File: src/rtl/pwm_cfg_sequencer_pkg.sv
// pwm_cfg_pkg: types and constants shared by the PWM configuration sequencer
//   CFG_W           value width of period and compare registers
//   ADDR_*          host register map (6 and 7 are reserved)
//   state_t         sequencer FSM states
//   pwm_cfg_t       one complete period/compare set (shadow or active)
//   CFG_RST         reset contents of both sets
package pwm_cfg_pkg;
    localparam int CFG_W = 18;
    localparam logic [2:0] ADDR_PRD    = 3'd0;
    localparam logic [2:0] ADDR_CMP0H  = 3'd1;
    localparam logic [2:0] ADDR_CMP0L  = 3'd2;
    localparam logic [2:0] ADDR_CMP1H  = 3'd3;
    localparam logic [2:0] ADDR_CMP1L  = 3'd4;
    localparam logic [2:0] ADDR_COMMIT = 3'd5;
    typedef enum logic [1:0] {IDLE, CHECK, ARMED} state_t;
    typedef struct packed {
        logic [CFG_W-1:0] prd;
        logic [CFG_W-1:0] cmp0h;
        logic [CFG_W-1:0] cmp0l;
        logic [CFG_W-1:0] cmp1h;
        logic [CFG_W-1:0] cmp1l;
    } pwm_cfg_t;
    localparam pwm_cfg_t CFG_RST = '{
        prd:   CFG_W'(8),
        cmp0h: CFG_W'(0),
        cmp0l: CFG_W'(5),
        cmp1h: CFG_W'(4),
        cmp1l: CFG_W'(3)
    };
endpackage

File: src/rtl/pwm_cfg_sequencer_if.sv
// pwm_cfg_if: host write bus, timebase reload strobe and active configuration
//   wr_valid/wr_ready/wr_addr/wr_data  host register write handshake
//   tb_zero                            PWM timebase reload cycle
//   prd, cmp0h, cmp0l, cmp1h, cmp1l    active configuration
//   busy, upd_done, cfg_err            sequencer status
//   master: host/timebase side, slave: sequencer side
interface pwm_cfg_if #(parameter int WIDTH = 18);
    logic             wr_valid;
    logic             wr_ready;
    logic [2:0]       wr_addr;
    logic [WIDTH-1:0] wr_data;
    logic             tb_zero;
    logic [WIDTH-1:0] prd;
    logic [WIDTH-1:0] cmp0h;
    logic [WIDTH-1:0] cmp0l;
    logic [WIDTH-1:0] cmp1h;
    logic [WIDTH-1:0] cmp1l;
    logic             busy;
    logic             upd_done;
    logic             cfg_err;
    modport master (
        output wr_valid, wr_addr, wr_data, tb_zero,
        input  wr_ready, prd, cmp0h, cmp0l, cmp1h, cmp1l, busy, upd_done, cfg_err
    );
    modport slave (
        input  wr_valid, wr_addr, wr_data, tb_zero,
        output wr_ready, prd, cmp0h, cmp0l, cmp1h, cmp1l, busy, upd_done, cfg_err
    );
endinterface

File: src/rtl/pwm_cfg_sequencer_check.sv
// pwm_cfg_check: combinational legality check of one configuration set
//   cfg_i  candidate set
//   ok_o   1 when prd >= 1 and every compare value <= prd
module pwm_cfg_check
    import pwm_cfg_pkg::*;
(
    input  pwm_cfg_t cfg_i,
    output logic     ok_o
);
    assign ok_o = (cfg_i.prd != '0) && (cfg_i.cmp0h <= cfg_i.prd) && (cfg_i.cmp0l <= cfg_i.prd)
                  && (cfg_i.cmp1h <= cfg_i.prd) && (cfg_i.cmp1l <= cfg_i.prd);
endmodule

File: src/rtl/pwm_cfg_sequencer.sv
// pwm_cfg_sequencer: shadow/active PWM configuration with checked, zero-aligned commit
//   clk, rst   system clock, synchronous active-high reset
//   bus        pwm_cfg_if slave: host writes, tb_zero, active set and status
module pwm_cfg_sequencer
    import pwm_cfg_pkg::*;
#(
    parameter int WIDTH = CFG_W
) (
    input logic     clk,
    input logic     rst,
    pwm_cfg_if.slave bus
);
    generate
        if (WIDTH != CFG_W) begin : g_width_chk
            $error("WIDTH must equal pwm_cfg_pkg::CFG_W");
        end
    endgenerate

    state_t   state_q, state_d;
    pwm_cfg_t shd_q, shd_d, act_q, act_d;
    logic     upd_done_q, upd_done_d, cfg_err_q, cfg_err_d;
    logic     ok;

    pwm_cfg_check u_check (.cfg_i(shd_q), .ok_o(ok));

    always_ff @(posedge clk) begin
        if (rst) begin
            state_q    <= IDLE;
            shd_q      <= CFG_RST;
            act_q      <= CFG_RST;
            upd_done_q <= 1'b0;
            cfg_err_q  <= 1'b0;
        end else begin
            state_q    <= state_d;
            shd_q      <= shd_d;
            act_q      <= act_d;
            upd_done_q <= upd_done_d;
            cfg_err_q  <= cfg_err_d;
        end
    end

    always_comb begin
        state_d    = state_q;
        shd_d      = shd_q;
        act_d      = act_q;
        upd_done_d = 1'b0;
        cfg_err_d  = 1'b0;
        case (state_q)
            IDLE: begin
                if (bus.wr_valid) begin
                    case (bus.wr_addr)
                        ADDR_PRD:    shd_d.prd   = bus.wr_data;
                        ADDR_CMP0H:  shd_d.cmp0h = bus.wr_data;
                        ADDR_CMP0L:  shd_d.cmp0l = bus.wr_data;
                        ADDR_CMP1H:  shd_d.cmp1h = bus.wr_data;
                        ADDR_CMP1L:  shd_d.cmp1l = bus.wr_data;
                        ADDR_COMMIT: state_d     = CHECK;
                        default:     cfg_err_d   = 1'b1;
                    endcase
                end
            end
            // tb_zero is deliberately ignored here; the swap only happens from ARMED
            CHECK: begin
                state_d   = ok ? ARMED : IDLE;
                cfg_err_d = !ok;
            end
            ARMED: begin
                if (bus.tb_zero) begin
                    act_d      = shd_q;
                    upd_done_d = 1'b1;
                    state_d    = IDLE;
                end
            end
            default: state_d = IDLE;
        endcase
    end

    assign bus.wr_ready = (state_q == IDLE);
    assign bus.busy     = (state_q != IDLE);
    assign bus.upd_done = upd_done_q;
    assign bus.cfg_err  = cfg_err_q;
    assign bus.prd      = act_q.prd;
    assign bus.cmp0h    = act_q.cmp0h;
    assign bus.cmp0l    = act_q.cmp0l;
    assign bus.cmp1h    = act_q.cmp1h;
    assign bus.cmp1l    = act_q.cmp1l;
endmodule

File: src/flat_wrapper.sv
// flat-port wrapper written by rule: the top's interface ports become plain ports
module pwm_cfg_sequencer_flat import pwm_cfg_pkg::*;
#(
    parameter int WIDTH = CFG_W
)
  (clk, rst, bus_wr_valid, bus_wr_addr, bus_wr_data, bus_tb_zero, bus_wr_ready, bus_prd, bus_cmp0h, bus_cmp0l, bus_cmp1h, bus_cmp1l, bus_busy, bus_upd_done, bus_cfg_err);
  pwm_cfg_if #(.WIDTH(WIDTH)) bus_i ();
  input logic clk;
  input logic rst;
  input wire logic [$bits(bus_i.wr_valid)-1:0] bus_wr_valid;
  input wire logic [$bits(bus_i.wr_addr)-1:0] bus_wr_addr;
  input wire logic [$bits(bus_i.wr_data)-1:0] bus_wr_data;
  input wire logic [$bits(bus_i.tb_zero)-1:0] bus_tb_zero;
  output wire logic [$bits(bus_i.wr_ready)-1:0] bus_wr_ready;
  output wire logic [$bits(bus_i.prd)-1:0] bus_prd;
  output wire logic [$bits(bus_i.cmp0h)-1:0] bus_cmp0h;
  output wire logic [$bits(bus_i.cmp0l)-1:0] bus_cmp0l;
  output wire logic [$bits(bus_i.cmp1h)-1:0] bus_cmp1h;
  output wire logic [$bits(bus_i.cmp1l)-1:0] bus_cmp1l;
  output wire logic [$bits(bus_i.busy)-1:0] bus_busy;
  output wire logic [$bits(bus_i.upd_done)-1:0] bus_upd_done;
  output wire logic [$bits(bus_i.cfg_err)-1:0] bus_cfg_err;
  assign bus_i.wr_valid = bus_wr_valid;
  assign bus_i.wr_addr = bus_wr_addr;
  assign bus_i.wr_data = bus_wr_data;
  assign bus_i.tb_zero = bus_tb_zero;
  assign bus_wr_ready = bus_i.wr_ready;
  assign bus_prd = bus_i.prd;
  assign bus_cmp0h = bus_i.cmp0h;
  assign bus_cmp0l = bus_i.cmp0l;
  assign bus_cmp1h = bus_i.cmp1h;
  assign bus_cmp1l = bus_i.cmp1l;
  assign bus_busy = bus_i.busy;
  assign bus_upd_done = bus_i.upd_done;
  assign bus_cfg_err = bus_i.cfg_err;
  pwm_cfg_sequencer #(.WIDTH(WIDTH)) u_core (.clk(clk), .rst(rst), .bus(bus_i));
endmodule
File: config.mk
export PLATFORM = sky130hd
export DESIGN_NAME = pwm_cfg_sequencer_flat
export DESIGN_NICKNAME = d
export VERILOG_FILES = /design/src/rtl/pwm_cfg_sequencer_pkg.sv /design/src/rtl/pwm_cfg_sequencer_if.sv /design/src/rtl/pwm_cfg_sequencer_check.sv /design/src/rtl/pwm_cfg_sequencer.sv /design/src/flat_wrapper.sv
export SDC_FILE = /design/constraint.sdc
export NUM_CORES = 1
export LEC_CHECK = 0
export ABC_AREA = 1
export CAP_MARGIN = 20
export CELL_PAD_IN_SITES_DETAIL_PLACEMENT = 1
export CELL_PAD_IN_SITES_GLOBAL_PLACEMENT = 1
export CORE_ASPECT_RATIO = 2
export CORE_MARGIN = 4
export CORE_UTILIZATION = 27
export CTS_CLUSTER_DIAMETER = 40
export DETAILED_ROUTE_END_ITERATION = 10
export MAX_ROUTING_LAYER = met4
export PLACE_DENSITY_LB_ADDON = 0.25
export REMOVE_ABC_BUFFERS = 1
export SETUP_SLACK_MARGIN = 0.05
export SYNTH_ARGS = -nofsm -noshare
export SYNTH_HDL_FRONTEND = slang
export SYNTH_SLANG_ARGS = --single-unit
File: constraint.sdc
create_clock -name clk -period 5.2 [get_ports clk]
set_clock_uncertainty 0.05 [all_clocks]
set_input_delay 1.3 -clock clk [delete_from_list [all_inputs] [get_ports clk]]
set_output_delay 1.3 -clock clk [all_outputs]
set_load 0.02 [all_outputs]
# Word-level counts from Yosys, hierarchy flattened
# Cells that the tools add are included.
[totals]
register_bits = 184
mem_bits_ro = 0
mem_count = 0
latchBits = 0
mem_bits_rw = 0
[op_classes]
shift = 0
div_mod_pow = 0
n_mul = 0
n_reduce_logical = 18
bitwise = 1
n_addsub = 0
eq_ne = 10
n_mux = 9
magnitude_cmp = 4
[op_table]
columns = ["operator", "n"]
rows = [
  ["18-bit <= comparator", 4],
  ["3-bit AND reduction", 6],
  ["18-bit nonzero test", 1],
  ["2-bit 2-to-1 mux", 4],
  ["3-bit by 2-bit equality test with 1-bit output (second input constant)", 2],
  ["3-bit equality test (second input constant)", 2],
  ["2-bit one-hot mux with 3 select lines", 1],
  ["6-bit OR reduction", 1],
  ["1-bit logical AND", 4],
  ["2-bit inequality test (second input constant)", 2],
  ["3-bit by 1-bit equality test with 1-bit output (second input constant)", 1],
  ["3-bit zero test", 1],
  ["1-bit 2-to-1 mux", 3],
  ["2-bit by 1-bit equality test with 1-bit output (second input constant)", 1],
  ["2-bit equality test (second input constant)", 1],
  ["2-bit zero test", 1],
  ["2-bit by 1-bit inequality test with 1-bit output (second input constant)", 1],
  ["1-bit one-hot mux with 2 select lines", 1],
  ["2-bit AND reduction", 1],
  ["2-bit nonzero test", 1],
  ["2-bit OR reduction", 1],
  ["1-bit zero test", 1],
  ["1-bit inverter", 1],
]

# Depth between registers and ports, before layout
[logic_depth]
ltp_word = 7
mapped_depth = 16
depth_no_buf = 16

# Cells and area by module
# A second synthesis with hierarchy kept.
[hier_totals]
cells_unflattened = 1242
hier_area_um2 = 8809.7
[modules_own_cells]
columns = ["mod", "cells_each", "area_per_inst_um2", "instances"]
rows = [
  ["pwm_cfg_sequencer", 957, 6969.2, 1],
  ["pwm_cfg_check", 285, 1840.5, 1],
]

# Worst setup path before layout
# OpenSTA, ideal clock, no wires.
[synth_timing]
path_type = "input-to-reg"
startpoint = "input bus_wr_valid"
endpoint = "register u_core.shd_q[86] in the netlist's numbering"
path_stages = 8
setup_slack_ns = 2.876
setup_time_ns = 0.123
n_path_buf = 1
t_arrival_ns = 2.151
required_ns = 5.027
path_cell_list = "inv_1 > nor3_4 > inv_2 > nor2_2 > inv_2 > buf_2 > o21ai_0 > a21oi_1"
[synth_between]
elab_chain_cells = 1
[synth_rtl]
columns = ["item", "line_no", "source"]
rows = [
  ["start: declaration", "flat_wrapper.sv:10", "input wire logic [$bits(bus_i.wr_valid)-1:0] bus_wr_valid;"],
  ["3-bit AND reduction (no line)", "n/a", ""],
  ["end signal: assignment", "pwm_cfg_sequencer.sv:29", "shd_q <= CFG_RST;"],
  ["end signal: assignment", "pwm_cfg_sequencer.sv:35", "shd_q <= shd_d;"],
  ["end: declaration", "pwm_cfg_sequencer.sv:20", "pwm_cfg_t shd_q, shd_d, act_q, act_d;"],
]
# No other way between the ends.
# A chain may end at the register's enable or synchronous reset.

# Final worst setup path
[layout_timing]
startpoint = "register u_core.state_q[1]"
endpoint = "output bus_busy"
[layout_between]
elab_chain_cells = 1
[layout_rtl]
columns = ["item", "line_no", "source"]
rows = [
  ["start: declaration", "pwm_cfg_sequencer.sv:19", "state_t state_q, state_d;"],
  ["start signal: assignment", "pwm_cfg_sequencer.sv:34", "state_q <= state_d;"],
  ["2-bit nonzero test", "pwm_cfg_sequencer.sv:79", "assign bus.busy = (state_q != IDLE);"],
  ["end: declaration", "flat_wrapper.sv:20", "output wire logic [$bits(bus_i.busy)-1:0] bus_busy;"],
]
# No other way between the ends.

==> results.sh <==
export IMPL_antenna_found_initial=0
export IMPL_clkPwrFrac_pct=44.1
export IMPL_final_common_cell="nand2_1"
export IMPL_syn_to_final_growth_pct=26.0
export IMPL_reg2reg_depth=12
export IMPL_p_seq_share_pct=46.6
export IMPL_cts_root_buf="clkbuf_16"
export IMPL_rrSetupSlack_ps=2860
export IMPL_synth_cell_types=29
export IMPL_coreArea_um2=29500
export IMPL_die_w_um=130
export IMPL_r2r_start="u_core.shd_q[85]"
export IMPL_initial_core_util_pct=27.3
export IMPL_cp_num_cells=3
export IMPL_crit_path_end_kind="output port"
export IMPL_dr_first_iter_drc_count=298
export IMPL_yosys_warnings=0
export IMPL_critPathCapture="bus_busy"
export IMPL_critPathArrivalTime_ps=1660
export IMPL_drive_above_1_share_pct=4.59
export IMPL_switching_share_pct=25.7
export IMPL_netlist_area_um2=8050
export IMPL_peakVddDrop_v=0.000203
export IMPL_hp_start="u_core.bus.cmp1h[17]"
export IMPL_p_per_area_nw_per_um2=308
export IMPL_synth_edf_count=0
export IMPL_seq_area_um2=3680
export IMPL_cts_tree="built"
export IMPL_grt_use_total_pct=17.9
export IMPL_p_total_uw=3130
export IMPL_crit_path_max_incr_delay_ps=610
export IMPL_multi_input_area_um2=3920
export IMPL_cts_setup_buffers=0
export IMPL_hpwl_um=19700
export IMPL_grt_pass1_wl_um=43400
export IMPL_slew_headroom_pct=25.7
export IMPL_cp_top_family="buffers and inverters"
export IMPL_rsz0062_at_grt="no"
export IMPL_io_buffers=118
export IMPL_totalWireLength_um=27600
export IMPL_status="finished clean"
export IMPL_fillers=3532
export IMPL_row_count=89
export IMPL_fin_nets=1239
export IMPL_ys_seq_area_share_pct=45.7
export IMPL_r2r_end="u_core.bus.cfg_err"
export IMPL_max_cap_viol_count=0
export IMPL_avgSynthCellArea_um2=7.67
export IMPL_p_int_uw=2320
export IMPL_p_leak_uw=0.00414
export IMPL_finalHoldViolations=0
export IMPL_crit_chain="nor2_4 -> inv_2 -> clkdlybuf4s50_1"
export IMPL_max_slew_worst_pin_slew_ps=1110
export IMPL_drc=0
export IMPL_crit_path_start_kind="flip-flop"
export IMPL_place_inst=1487
export IMPL_cp_num_buf_inv=2
export IMPL_synthCells=1050
export IMPL_diodes=0
export IMPL_dieArea_um2=32800
export IMPL_cp_required_ps=3850
export IMPL_tns_ps=0
export IMPL_numCtsBuffers=17
export IMPL_io_pins=119
export IMPL_final_util_pct=34.4
export IMPL_worst_hold_path_type="flip-flop to flip-flop"
export IMPL_p_sw_uw=804
export IMPL_die_h_um=252
export IMPL_timing_final_crit_share_pct=57.9
export IMPL_hold_depth=2
export IMPL_wire_per_inst_um=18.2
export IMPL_worstSkewPairLatency_ps=450
export IMPL_crit_fanout=4
export IMPL_grt_ovfl_total=0
export IMPL_drtPass1Iterations=4
export IMPL_fmax_ghz=0.332
export IMPL_clk_path_buf_depth=2
export IMPL_cts_sinks=184
export IMPL_clk_pin_slew_ps=70
export IMPL_layout_common_cells="nand2_1 (218), dfxtp_1 (184), nor2_1 (163)"
export IMPL_synthFlopType="dfxtp_1"
export IMPL_first_global_vias=7746
export IMPL_via_count=7314
export IMPL_critPathSlowestCell="clkdlybuf4s50_1"
export IMPL_antenna_left=0
export IMPL_async_flop_share_pct=0
export IMPL_period_minus_slack_ps=3010
export IMPL_vias_per_cell=4.82
export IMPL_ys_ff_latch=184
export IMPL_fin_cells=1518
export IMPL_setup_violations=0
export IMPL_grt_max_degree=113
export IMPL_gp_congestion=0.792
export IMPL_drv_slew=0
export IMPL_p_comb_share_pct=9.3
export IMPL_critPathKind="flip-flop to output port"
export IMPL_cts_htree_levels=4
export IMPL_cts_resized=0
export IMPL_ctsHoldBuffers=0
export IMPL_crit_start="u_core.state_q[1]"
==> final cells by class <==
cell class                      instances  area share (%)
Timing Repair Buffer                  126            12.3
Sequential cell                       184            36.3
Multi-Input combinational cell        755            38.7
Inverter                               58            2.15
Clock buffer                           20            4.60
Clock inverter                         11            1.46
Tap cell                              364            4.49
==> flip-flops by register name (all words and copies together), names as in the netlist <==
name / cells
u_core.bus.cfg_err: 1
u_core.bus.upd_done: 1
u_core.bus.cmp1l: 18
u_core.state_q: 2
u_core.bus.cmp0l: 18
u_core.shd_q: 90
u_core.bus.cmp1h: 18
u_core.bus.cmp0h: 18
u_core.bus.prd: 18
==> synth_stat cells, types with 2 or more instances <==
master | number | area, µm²
a21o_1 | 2 | 15.0
ha_1 | 72 | 901
nand3_1 | 26 | 130
dfxtp_1 | 184 | 3680
o21ai_0 | 96 | 480
buf_2 | 16 | 80.1
nand4_1 | 6 | 37.5
o21bai_1 | 2 | 15.0
nor3_1 | 6 | 30.0
inv_1 | 50 | 188
o211ai_1 | 3 | 22.5
inv_2 | 6 | 22.5
nor4_1 | 3 | 18.8
a21oi_1 | 131 | 656
o2111ai_1 | 2 | 17.5
clkbuf_1 | 32 | 120
clkinv_1 | 2 | 7.51
nor2_1 | 163 | 612
nor3_4 | 2 | 32.5
o21ai_1 | 18 | 90.1
nor2_4 | 2 | 22.5
nand2_1 | 218 | 818
clkbuf_2 | 2 | 10.0
==> stage by stage <==
step,cell area [µm²],setup slack [ps],hold WS (ps)
after CTS,10100,2150,419
after detailed placement,9530,1880,408
after global routing,10100,2130,433
after global placement,9530,1900,405
after floorplan,7820,663,399
final,10100,2190,414
==> worst min path at each step <==
stage | slack (ps) | end
floorplan | 400 | u_core.bus.cmp0h[10]
global placement | 400 | u_core.bus.cmp0l[4]
detailed placement | 410 | u_core.bus.cmp0h[15]
CTS | 420 | u_core.bus.cmp1l[2]
global route | 430 | u_core.bus.cmp1l[9]
finish | 410 | u_core.bus.cmp1h[17]
==> per-layer routing <==
layer | routed length [µm] | vias up | track usage, %
li1 | - | 3640 | -
met1 | 10200 | 3538 | 17.8
met2 | 16200 | 101 | 34.3
met3 | 563 | 35 | 2.88
met4 | 723 | 0 | 6.09
met5 | 0 | - | -
==> worst min-delay path, stage by stage, from the launching register on <==
cell and delay, ps:
dfxtp_1 310, nand2_1 60, a21oi_1 50
==> logic make-up (layout without fill, tap and decap cells) <==
logic type               Yosys count  in the layout  share of synthesized area, %
AND/OR/NAND/NOR                  429            429                          21.4
AO/OA/AOI/OAI                    254            254                          16.1
flip-flops                       184            184                          45.7
buffers and inverters            111            215                          5.59
adder cells (fa/ha/maj)           72             72                          11.2
==> power groups by stage <==
stage	Combinational (µW)	Clock [µW]	Sequential [µW]
after global placement	288	0	1490
after detailed placement	295	0	1490
after CTS	296	1420	1460
after global routing	330	1480	1460
final	289	1380	1460
after floorplan	165	0	1480
(Power assumes the default switching activity.)
